===== src/rtl/mem_bus_bridge.sv =====
// mem_bus_bridge
//   Memory-side stage below the data cache controller. Takes one 64-bit line
//   request and performs it as two 32-bit beats on the external bus, low word
//   first. It then returns a one-cycle ready pulse. For reads, the pulse comes
//   with the assembled line.
//
// Ports
//   clk            in   clock, all logic on posedge
//   rst            in   asynchronous active-high reset
//   mem_req_rw     in   1 = write line, 0 = read line
//   mem_req_valid  in   request strobe (sampled in IDLE and RESP only)
//   mem_req_addr   in   line byte address, bits [2:0] ignored
//   mem_req_data   in   write line data
//   mem_res_ready  out  one-cycle completion pulse
//   mem_res_data   out  read line / echoed write data, held until next RESP
//   bus_valid      out  beat request, held until bus_ack
//   bus_we         out  1 = write beat
//   bus_addr       out  beat byte address
//   bus_wdata      out  write data of current beat
//   bus_ack        in   beat complete, bus_rdata valid same cycle on reads
//   bus_rdata      in   read data
//   bus_err        out  sticky beat-timeout flag, cleared only by rst
//
// state | meaning
// IDLE  | no transaction, waiting for mem_req_valid
// BEAT0 | low word beat on the bus (base address)
// BEAT1 | high word beat on the bus (base + 4)
// RESP  | mem_res_ready pulsed, may accept the next request back-to-back
module mem_bus_bridge #(
  parameter int ADDR_W  = 32,
  parameter int TIMEOUT = 255
) (
  input  logic              clk,
  input  logic              rst,
  input  logic              mem_req_rw,
  input  logic              mem_req_valid,
  input  logic [ADDR_W-1:0] mem_req_addr,
  input  logic [63:0]       mem_req_data,
  output logic              mem_res_ready,
  output logic [63:0]       mem_res_data,
  output logic              bus_valid,
  output logic              bus_we,
  output logic [ADDR_W-1:0] bus_addr,
  output logic [31:0]       bus_wdata,
  input  logic              bus_ack,
  input  logic [31:0]       bus_rdata,
  output logic              bus_err
);

  typedef enum logic [1:0] {IDLE, BEAT0, BEAT1, RESP} state_t;

  // The last wait cycle of a beat: the counter has already counted TIMEOUT-1
  // misses, so this miss makes TIMEOUT.
  localparam logic [7:0] TMO_LAST = 8'(TIMEOUT - 1);

  state_t              state;
  logic                req_rw;
  logic [ADDR_W-1:0]   req_base;
  logic [63:0]         req_data;
  logic [31:0]         line_lo;
  logic [7:0]          tmo_cnt;

  always_ff @(posedge clk or posedge rst) begin
    if (rst) begin
      state         <= IDLE;
      req_rw        <= 1'b0;
      req_base      <= '0;
      req_data      <= '0;
      line_lo       <= '0;
      tmo_cnt       <= '0;
      mem_res_ready <= 1'b0;
      mem_res_data  <= '0;
      bus_valid     <= 1'b0;
      bus_we        <= 1'b0;
      bus_addr      <= '0;
      bus_wdata     <= '0;
      bus_err       <= 1'b0;
    end else begin
      mem_res_ready <= 1'b0;
      case (state)
        IDLE, RESP: begin
          state <= IDLE;
          if (mem_req_valid) begin
            state     <= BEAT0;
            req_rw    <= mem_req_rw;
            req_base  <= {mem_req_addr[ADDR_W-1:3], 3'b000};
            req_data  <= mem_req_data;
            line_lo   <= '0;
            tmo_cnt   <= '0;
            bus_valid <= 1'b1;
            bus_we    <= mem_req_rw;
            bus_addr  <= {mem_req_addr[ADDR_W-1:3], 3'b000};
            bus_wdata <= mem_req_data[31:0];
          end
        end

        BEAT0: begin
          if (bus_ack) begin
            if (!req_rw) line_lo <= bus_rdata;
            state     <= BEAT1;
            tmo_cnt   <= '0;
            bus_addr  <= req_base + ADDR_W'(4);
            bus_wdata <= req_data[63:32];
          end else if (tmo_cnt == TMO_LAST) begin
            // Abandon the whole line; neither read word arrived.
            state         <= RESP;
            bus_err       <= 1'b1;
            bus_valid     <= 1'b0;
            mem_res_ready <= 1'b1;
            mem_res_data  <= req_rw ? req_data : 64'h0;
          end else begin
            tmo_cnt <= tmo_cnt + 8'd1;
          end
        end

        BEAT1: begin
          if (bus_ack) begin
            state         <= RESP;
            bus_valid     <= 1'b0;
            mem_res_ready <= 1'b1;
            mem_res_data  <= req_rw ? req_data : {bus_rdata, line_lo};
          end else if (tmo_cnt == TMO_LAST) begin
            state         <= RESP;
            bus_err       <= 1'b1;
            bus_valid     <= 1'b0;
            mem_res_ready <= 1'b1;
            mem_res_data  <= req_rw ? req_data : {32'h0, line_lo};
          end else begin
            tmo_cnt <= tmo_cnt + 8'd1;
          end
        end

        default: state <= IDLE;
      endcase
    end
  end

endmodule


===== config.mk =====
export PLATFORM = sky130hd
export DESIGN_NAME = mem_bus_bridge
export DESIGN_NICKNAME = d
export VERILOG_FILES = /design/src/rtl/mem_bus_bridge.sv
export SDC_FILE = /design/constraint.sdc
export NUM_CORES = 1
export LEC_CHECK = 0
export CAP_MARGIN = 40
export CELL_PAD_IN_SITES_DETAIL_PLACEMENT = 0
export CELL_PAD_IN_SITES_GLOBAL_PLACEMENT = 2
export CORE_MARGIN = 2
export CORE_UTILIZATION = 32
export DETAILED_ROUTE_END_ITERATION = 7
export PLACE_DENSITY = 0.87
export SETUP_SLACK_MARGIN = 0.1
export SLEW_MARGIN = 10
export SYNTH_ARGS = -nofsm -noshare
export SYNTH_HDL_FRONTEND = slang
export SYNTH_SLANG_ARGS = --single-unit

===== constraint.sdc =====
create_clock -name clk -period 9.6 [get_ports clk]
set_input_delay 1.44 -clock clk [delete_from_list [all_inputs] [get_ports clk]]
set_output_delay 1.44 -clock clk [all_outputs]
set_load 0.005 [all_outputs]

Word-level counts from Yosys, hierarchy flattened:

Index checks and enable logic that the tools add are counted.

* add/subtract/negate cells: 2
* equality and inequality tests: 11
* muxes and demuxes: 37
* bitwise logic cells: 1
* reductions and logical operators: 12

Operators by type and width (number)
* 2-to-1 mux 64 bit: 7
* 2-to-1 mux 32 bit: 7
* one-hot mux 32 bit (2 select lines): 3
* one-hot mux 64 bit (2 select lines): 1
* adder 32 x 3 -> 32 bit (second input constant): 1
* 2-to-1 mux 8 bit: 4
* one-hot mux 8 bit (3 select lines): 1
* inequality test 2 bit (second input constant): 6
* adder 8 x 1 -> 8 bit (second input constant): 1
* == test 8 bit (second input constant): 1
* 2-to-1 mux 1 bit: 8
* AND reduction 4 bit: 2
* 2-to-1 mux 2 bit: 3
* one-hot mux 2 bit (3 select lines): 1
* AND reduction 2 bit: 3
* AND reduction 3 bit: 2
* == test 2 bit (second input constant): 2
* nonzero test 2 bit: 2
* OR reduction 2 bit: 2
* inequality test 3 bit (second input constant): 1
* one-hot mux 1 bit (3 select lines): 1
* == test 2 x 1 -> 1 bit (second input constant): 1
* zero test 2 bit: 1
* one-hot mux 1 bit (2 select lines): 1
* NOT 1 bit: 1

* register bits: 267
* input port bits: 133
* output and inout port bits: 132
* logic and storage cells: 75

Logic depth before layout (Yosys ltp):

Gate-level depths: netlist of the first run.

* depth in word-level cells: 4
* gate-level depth with buffers: 9
* mapped depth without buffers: 6

Least setup slack after synthesis of the first run:

Ideal clock, no wire load.

* kind: in2reg
* from: input bus_ack
* to: register line_lo[0]
* setup time: 0.121 ns
* data arrival time: 2.371 ns
* path slack: 7.108 ns
* stages on the path: 6
* path buffers: 2
* cells stage by stage: buf_4 nor2b_1 nor3_4 nand2_2 buf_2 a22o_1

* cells in the longest elaborated chain, start to end: 2

RTL lines
* start, declared: RTL line 45 `input logic bus_ack,`
* inequality test 2 bit (no line)
* AND reduction 4 bit (no line)
* end signal, assigned: RTL line 99 `if (!req_rw) line_lo <= bus_rdata;`
* end, declared: RTL line 60 `logic [31:0] line_lo;`

Every way passes these cells.
A chain may end at the register's enable or synchronous reset.

Final worst setup path of the first run:

* from: input bus_ack
* to: register mem_res_data[10]

* cells in the longest elaborated chain, start to end: 2
* elaborated cells on any way between the ends: 5
* those cells by class: 2 x eq/ne; 2 x mux; 1 x reduce/logical

RTL lines
* inequality test 3 bit (no line) (tied with other cells)
* AND reduction 4 bit (no line) / one-hot mux 64 bit (2 select lines) (equally long branches)
* end signal, assigned: RTL line 110 `mem_res_data <= req_rw ? req_data : 64'h0;`
* end signal, assigned: RTL line 121 `mem_res_data <= req_rw ? req_data : {bus_rdata, line_lo};`
* end signal, assigned: RTL line 127 `mem_res_data <= req_rw ? req_data : {32'h0, line_lo};`
* end, declared: RTL line 40 `output logic [63:0] mem_res_data,`

Several ways; a longest one is shown, not always the timed one.

==> metrics.txt, run 1 <==
status=complete, no violations; mean number of vias per cell=5.09; First-pass DRT Iterations=4; GRT Total Usage=0.177; Initial Utilization=0.327; Final Setup Violations=0; drt total wl=33.0 mm; sw frac=0.350; synthesized instance count=970; Endpoint, Worst Hold=bus_err; # IOs=265; Die Y=192 µm; Nets=1336; worst r2r src=state[1]; largest net degree at the start of global routing=around 140; Synth Area in Simple Gates=0.0636; Slew @ Worst Pin=between 0.9 and 1 ns; worst reg-to-reg path cell count=8; CTS Hold Buffers Added=0; # rows=between 60 and 70; Fin Setup TNS=0 ns; Hold/Removal Path Class=flip-flop to flip-flop; most frequent cells in the layout=dfrtp_1, clkdlybuf4s50_1, nor2_1; CP arrival=4.06 ns; aggregate global routing overflow=0; top cell type's share of synthesized area=0.584; CTS tree=done; chip width=192 µm; max-cap viol count=0; placeable core area=34700 µm²; Int Power=3.62 mW; DRC viols=0; Startpoint Class=input pin; Final period util=0.381; layout cells sized above 1=0.139; CP max FO=66; class of the most critical setup path=input pin to flip-flop; DRT iter0 DRCs=between 300 and 400; WHS=0.457 ns; IO buf count=259; Post-synth ARST share=1.00; Synth Flop Type=dfrtp_1; Hold Startpoint=bus_err; Worst Skew=0.0122 ns; clk buf depth=3; EDFF count, synth=0; Hold Path Depth=1; Unique masters post-synth=39; Slew headroom=0.385; H-Tree Depth=1; fin util=0.444; multiplexer share of the synthesized area=0.147; YS warnings=0; #FFs+latches synth=265; fin. max-slew vios=0; Post-CTS Setup Inserts=0; CTS Buf Count=31; die area=37000 µm²; post-detail-place hpwl=20.7 mm; final hold viol count=0; RR Endpoint=mem_res_data[10]; vias in the first global route=8860; sequential share of power=0.361; R2R setup slack=between 6 and 7 ns; Max VDD drop=0.176 mV; synth top area cells=dfrtp_1, mux2_2, mux2i_1; Peak Freq=273 MHz; Post-Syn Area per Cell=11.7 µm²; largest family of logic cells by synthesized area=compound AO/OA/AOI/OAI gates; most common cell after layout, fill and taps aside=dfrtp_1; clock sink count=265; GPL Wtd Cong=just under 0.8; initial antenna violation count=0; CP required=10.00 ns; min cycle time layout=approximately 3.7 ns; synthesized area=11300 µm²; switching pwr=1.94 mW; Root Driver=clkbuf_16; RSZ-0062 raised after global routing=false; leakage power total=6.34 nW; Wirelength per Cell=between 15 and 20 µm; area share of fa/ha/maj cells after synthesis=0.00551; Worst-path clk slew=approximately 0.060 ns; Crit. End Element=flip-flop; area grow syn2layout=36.0%; via count=8525; clock latency on the worst-skew pair=0.56 ns; Compound-Gate Fraction of Synth Area=0.162; Clock power frac=0.213; PostCTS Resize Cnt=0; area leader, netlist=dfrtp_1; ANT cells=0; xor/xnor share of the synthesized area=0; first-pass GRT wire length=51.4 mm; antenna viol nets, final=0; sequential-to-total area share from yosys stat=0.584; power density cells=361 nW/µm²; Comb power frac=0.425
[synthesized netlist by cell type, types with 4 or more instances]
library cell / n
dfrtp_1: 265
nor2_1: 102
a21oi_1: 100
mux2_2: 94
o21ai_0: 73
mux2i_1: 61
nand2_1: 44
buf_2: 43
a22o_1: 34
a2bb2oi_1: 33
a221oi_1: 32
clkbuf_1: 21
buf_4: 9
inv_1: 8
ha_1: 5
nand3_1: 5
o21ai_1: 5
buf_1: 4
[metal layers]
metal / global-route usage / share of wire / vias up
met4: 0.0388 / 0.018 / 0
met2: 0.291 / 0.46 / 232
met5: 0 / 0 / -
li1: - / - / 3959
met1: 0.236 / 0.45 / 4291
met3: 0.0449 / 0.073 / 43
[through the flow]
| stage | instance area (µm²) | power (mW) | cells | worst slack, ns |
|---|---|---|---|---|
| after CTS | 15400 | 5.65 | 1674 | 5.90 |
| after detailed placement | 14400 | 4.44 | 1620 | 5.30 |
| after global routing | 15400 | 5.95 | 1674 | 5.75 |
| final | 15400 | 5.56 | 1674 | 5.94 |
| after global placement | 14300 | 4.35 | 1615 | 5.36 |
| after floorplan | 11400 | 3.35 | 971 | 0.863 |
[power by group through the flow]
stage	Sequential, mW	Clock (mW)	Combinational [mW]
finish	2.01	1.19	2.37
global route	2.08	1.27	2.60
CTS	2.01	1.22	2.42
detailed placement	2.03	0	2.41
global placement	2.01	0	2.34
floorplan	1.95	0	1.40
[final cells by class]
cell class / instances / area (µm²)
clock inverters: 9 / 133
flip-flops and latches: 265 / 6640
clock buffers: 45 / 888
multi-input cells: 619 / 4360
well taps: 455 / 569
fillers: 3330 / 19300
inverters: 8 / 37.5
repair buffers: 273 / 2810
[sequential cells by signal (all words and copies together), names as in the netlist]
name / cells
bus_valid: 1
mem_res_ready: 1
req_data: 64
bus_addr: 30
state: 2
line_lo: 32
tmo_cnt: 8
req_base: 29
bus_wdata: 32
mem_res_data: 64
bus_err: 1
req_rw: 1
[worst max-delay path by stage]
stage,to,slack [ns],startpoint
final,mem_res_data[10],5.94,bus_ack
after global routing,mem_res_data[10],5.75,bus_ack
after CTS,mem_res_data[10],5.90,bus_ack
after detailed placement,mem_res_data[10],5.30,bus_ack
after global placement,mem_res_data[13],5.36,bus_ack
after floorplan,bus_addr[10],0.86,rst
[critical path: stages]
cell and delay [ns]:
clkdlybuf4s50_1 0.67, nand2_1 0.18, o21ai_4 0.09, buf_4 0.64, nand2b_2 0.76, o21ai_0 0.24
[cell families after synthesis]
logic type      count (synthesis)
simple gates                  169
buf+inv                        87
mux                           155
other cells                     1
fa+ha+maj                       5
flops                         265
compound gates                288
Power figures use the tool's default switching activity.
==> run 2, diff against run 1 <==
==> constraint.sdc (replaced) <==
create_clock -name clk -period 3.4 [get_ports clk]
set_input_delay 0.51 -clock clk [delete_from_list [all_inputs] [get_ports clk]]
set_output_delay 0.51 -clock clk [all_outputs]
set_load 0.005 [all_outputs]
==> metrics.txt, run 2 (synthesis results as in run 1) <==
Crit. End Element=output port; final hold viol count=0; Peak Freq=387 MHz; Hold/Removal Path Class=input pin to async pin; Slew @ Worst Pin=0.829 ns; Area after DPL=between 10000 and 15000 µm²; antenna viol nets, final=0; PostCTS Resize Cnt=0; Initial Utilization=0.327; DRC viols=0; via count=8640; # IOs=about 270; power density cells=1010 nW/µm²; Slew headroom=0.448; CP max FO=60; Post-CTS Setup Inserts=0; CTS Buf Count=31; CP required=roughly 2.9 ns; first-pass GRT wire length=51.8 mm; # rows=68; clock latency on the worst-skew pair=~0.56 ns; initial antenna violation count=1; setup slack after layout=0.817 ns; layout cells sized above 1=0.153; H-Tree Depth=1; Nets=1350; GPL Wtd Cong=about 0.77; CP arrival=2.07 ns; most common cell after layout, fill and taps aside=dfrtp_1; Final Setup Violations=0; Wirelength per Cell=19.6 µm; Startpoint Class=flip-flop; clk buf depth=3; Max VDD drop=0.751 mV; area grow syn2layout=36.7%; class of the most critical setup path=flip-flop to output port; aggregate global routing overflow=0; CTS Hold Buffers Added=0; CP Cell Sequence=clkdlybuf4s50_1; CP peak stage delay=slightly below 0.9 ns; leakage power total=6.40 nW; post-detail-place hpwl=roughly 22 mm; WHS=0.438 ns; Worst-path clk slew=0.06 ns; Slowest-stage cell, CP=dfrtp_4; CP delay by family, top=flip-flops; number of fill cells=3307; mean number of vias per cell=about 5.1; Final Cell Area=~16000 µm²; fin. max-slew vios=0; chip width=192 µm; min cycle time layout=2.58 ns; max-cap viol count=0; status=complete, no violations; IO buf count=259; most frequent cells in the layout=dfrtp_1, clkdlybuf4s50_1, nor2_1; Root Driver=clkbuf_16; vias in the first global route=8814; placeable core area=34700 µm²; pre-CTS setup slack=0.731 ns; Die Y=192 µm; die area=37000 µm²; clock sink count=265; largest net degree at the start of global routing=123; First-pass DRT Iterations=4; RSZ-0062 raised after global routing=false; Largest regs=mem_res_data: 64 flops, req_data: 64 flops; CTS tree=done; CP bufs+invs=1; Worst Skew=0.0174 ns; Final period util=0.760; drt total wl=33.2 mm; DRT iter0 DRCs=438; GRT Total Usage=0.179
[run 2: worst paths after layout]
check	slack, ns	endpoint	startpoint	depth (start not counted)
min reg2reg	0.47	bus_err	bus_err	1
max	0.82	bus_we	req_rw	1
max reg2reg	0.90	line_lo[30]	state[0]	6
min	0.44	req_base[27]	rst	2
max in group asynchronous	2.13	mem_res_data[4]	rst	3
min in group clk	0.47	bus_err	bus_err	1
[run 2: area by class of cell]
cell class	instances	area, µm²	area share
Sequential cell	265	6640	0.428
Multi-Input combinational cell	619	4360	0.281
Timing Repair Buffer	287	2870	0.185
Clock buffer	42	877	0.0565
Tap cell	455	569	0.0367
Clock inverter	15	165	0.0106
Inverter	8	33.8	0.00218
Antenna cell	1	2.50	0.000161
[run 2: layer usage]
metal,vias to the layer above,part of all wire,wire (µm),track usage
met5,-,0,0,0
met4,0,0.015,501,0.0361
met3,39,0.085,2820,0.0495
met2,279,0.46,15100,0.283
met1,4333,0.44,14800,0.247
li1,3989,-,-,-
[run 2: power by group]
part           leakage, nW  total (mW)  internal, mW  switching (mW)
sequential            3.19        5.72          4.72           0.995
combinational         2.69        6.65          3.49            3.17
clock                0.510        3.36          2.03            1.33
total                 6.40        15.7          10.2            5.49
[run 2: through the flow]
stage | power (mW) | cells | setup TNS [ns] | util
final | 15.7 | 1692 | 0 | 0.447
after CTS | 16.0 | 1691 | 0 | 0.447
after floorplan | 9.47 | 971 | -160.99 | -
after global routing | 16.9 | 1691 | 0 | 0.447
after detailed placement | 12.6 | 1634 | 0 | 0.417
after global placement | 12.4 | 1633 | 0 | 0.416
==> run 3, diff against run 2 <==
==> constraint.sdc (replaced) <==
create_clock -name clk -period 2.5 [get_ports clk]
set_input_delay 0.375 -clock clk [delete_from_list [all_inputs] [get_ports clk]]
set_output_delay 0.375 -clock clk [all_outputs]
set_load 0.005 [all_outputs]
==> metrics.txt, run 3 (synthesis results as in run 1) <==
placeable core area=34700 µm²; aggregate global routing overflow=0; Nets=roughly 1400; Die Y=192 µm; Hold/Removal Path Class=input pin to async pin; Slew headroom=0.594; # IOs=roughly 270; leakage power total=6.47 nW; CP max FO=32; WHS=about 0.14 ns; Peak Freq=448 MHz; most frequent cells in the layout=dfrtp_1, clkdlybuf4s50_1, nor2_1; Startpoint Class=flip-flop; Clock power frac=0.207; status=complete, no violations; max-cap viol count=0; Pwr Total=about 22 mW; clock sink count=265; IO buf count=259; class of the most critical setup path=flip-flop to flip-flop; Area after DPL=approximately 15000 µm²; Root Driver=clkbuf_16; area grow syn2layout=38.0%; Max VDD drop=0.673 mV; Comb power frac=0.436; min cycle time layout=2.23 ns; layout cells sized above 1=0.156; clk buf depth=3; number of fill cells=3339; CTS Buf Count=29; # placed instances=1644; initial antenna violation count=2; via count=8553; Final Cell Area=15700 µm²; Post-CTS Setup Inserts=0; sw frac=0.348; largest net degree at the start of global routing=85; sequential share of power=0.357; DRC viols=0; Wirelength per Cell=19.5 µm; CP arrival=2.66 ns; First-pass DRT Iterations=4; Worst-path clk slew=about 0.06 ns; power density cells=1380 nW/µm²; CP required=2.92 ns; clock latency on the worst-skew pair=around 0.55 ns; CTS tree=done; antenna viol nets, final=0; Initial Utilization=0.327; PostCTS Resize Cnt=0; Final period util=0.893; Crit. End Element=flip-flop; H-Tree Depth=1; GPL Wtd Cong=0.790; final hold viol count=0; Worst Skew=0.0147 ns; most common cell after layout, fill and taps aside=dfrtp_1; CTS Hold Buffers Added=0; switching pwr=7.50 mW; Largest regs=mem_res_data: 64 flops, req_data: 64 flops; chip width=between 150 and 200 µm; die area=37000 µm²; setup slack after layout=0.269 ns; post-detail-place hpwl=21.8 mm; Slew @ Worst Pin=0.603 ns; Final Setup Violations=0; fin. max-slew vios=0; DRT iter0 DRCs=420; GRT Total Usage=0.177; Int Power=between 10 and 15 mW; pre-CTS setup slack=~0.13 ns; mean number of vias per cell=approximately 5.0; RSZ-0062 raised after global routing=false; first-pass GRT wire length=just over 50 mm; Non-Filler Instances=between 1500 and 2000; # rows=68; drt total wl=33.2 mm; vias in the first global route=8739
## run 3: cell types whose count changed in the layout (fill, tap and decap cells not counted), sizes merged
cell,change
buf,+11
clkinvlp,-3
bufinv,+1
inv,-1
## run 3: cell type report
class | count | area [µm²] | share of cell area
flip-flops and latches | 265 | 6640 | 0.424
multi-input cells | 619 | 4360 | 0.278
repair buffers | 298 | 3070 | 0.196
clock buffers | 42 | 825 | 0.0526
well taps | 455 | 569 | 0.0364
clock inverters | 12 | 171 | 0.0109
inverters | 8 | 33.8 | 0.00216
diodes | 1 | 2.50 | 0.000160
## run 3: worst max-delay path, stage by stage, from the launching register on
cell and delay, ns:
dfrtp_1 0.39, inv_1 0.09, ha_1 0.40, and2b_1 0.27, nor3_4 0.32, nand2_2 0.06
buf_4 0.28, a22o_1 0.29
## run 3: power by group through the flow
stage	clock network, mW	registers [mW]	logic [mW]
after floorplan	0	7.49	5.39
after global placement	0	7.75	9.26
after detailed placement	0	7.80	9.47
after CTS	4.60	7.76	9.49
after global routing	4.77	7.98	10.4
final	4.48	7.70	9.41
## run 3: final timing paths
kind | slack (ns) | depth (start not counted) | from | endpoint
max in group asynchronous | 1.55 | 4 | rst | bus_wdata[20]
max reg2reg | 0.27 | 7 | state[0] | line_lo[10]
max | 0.27 | 7 | state[0] | line_lo[10]
min | 0.14 | 2 | rst | req_rw
min in group clk | 0.44 | 2 | mem_req_data[57] | req_data[57]
min reg2reg | 0.45 | 1 | bus_err | bus_err
## run 3: per-stage QoR
step / utilization / TNS, ns
2_1_floorplan: - / -363.71
3_3_place_gp: 0.421 / 0
3_5_place_dp: 0.422 / 0
4_1_cts: 0.451 / 0
5_1_grt: 0.451 / 0
6_report: 0.451 / 0
## run 3: per-layer routing
metal	vias up	routed length (µm)	track usage	part of all wire
li1	4009	-	-	-
met1	4253	14700	0.243	0.44
met2	248	15100	0.276	0.46
met3	39	2610	0.0529	0.079
met4	4	688	0.0376	0.021
met5	-	20	0	0.00060
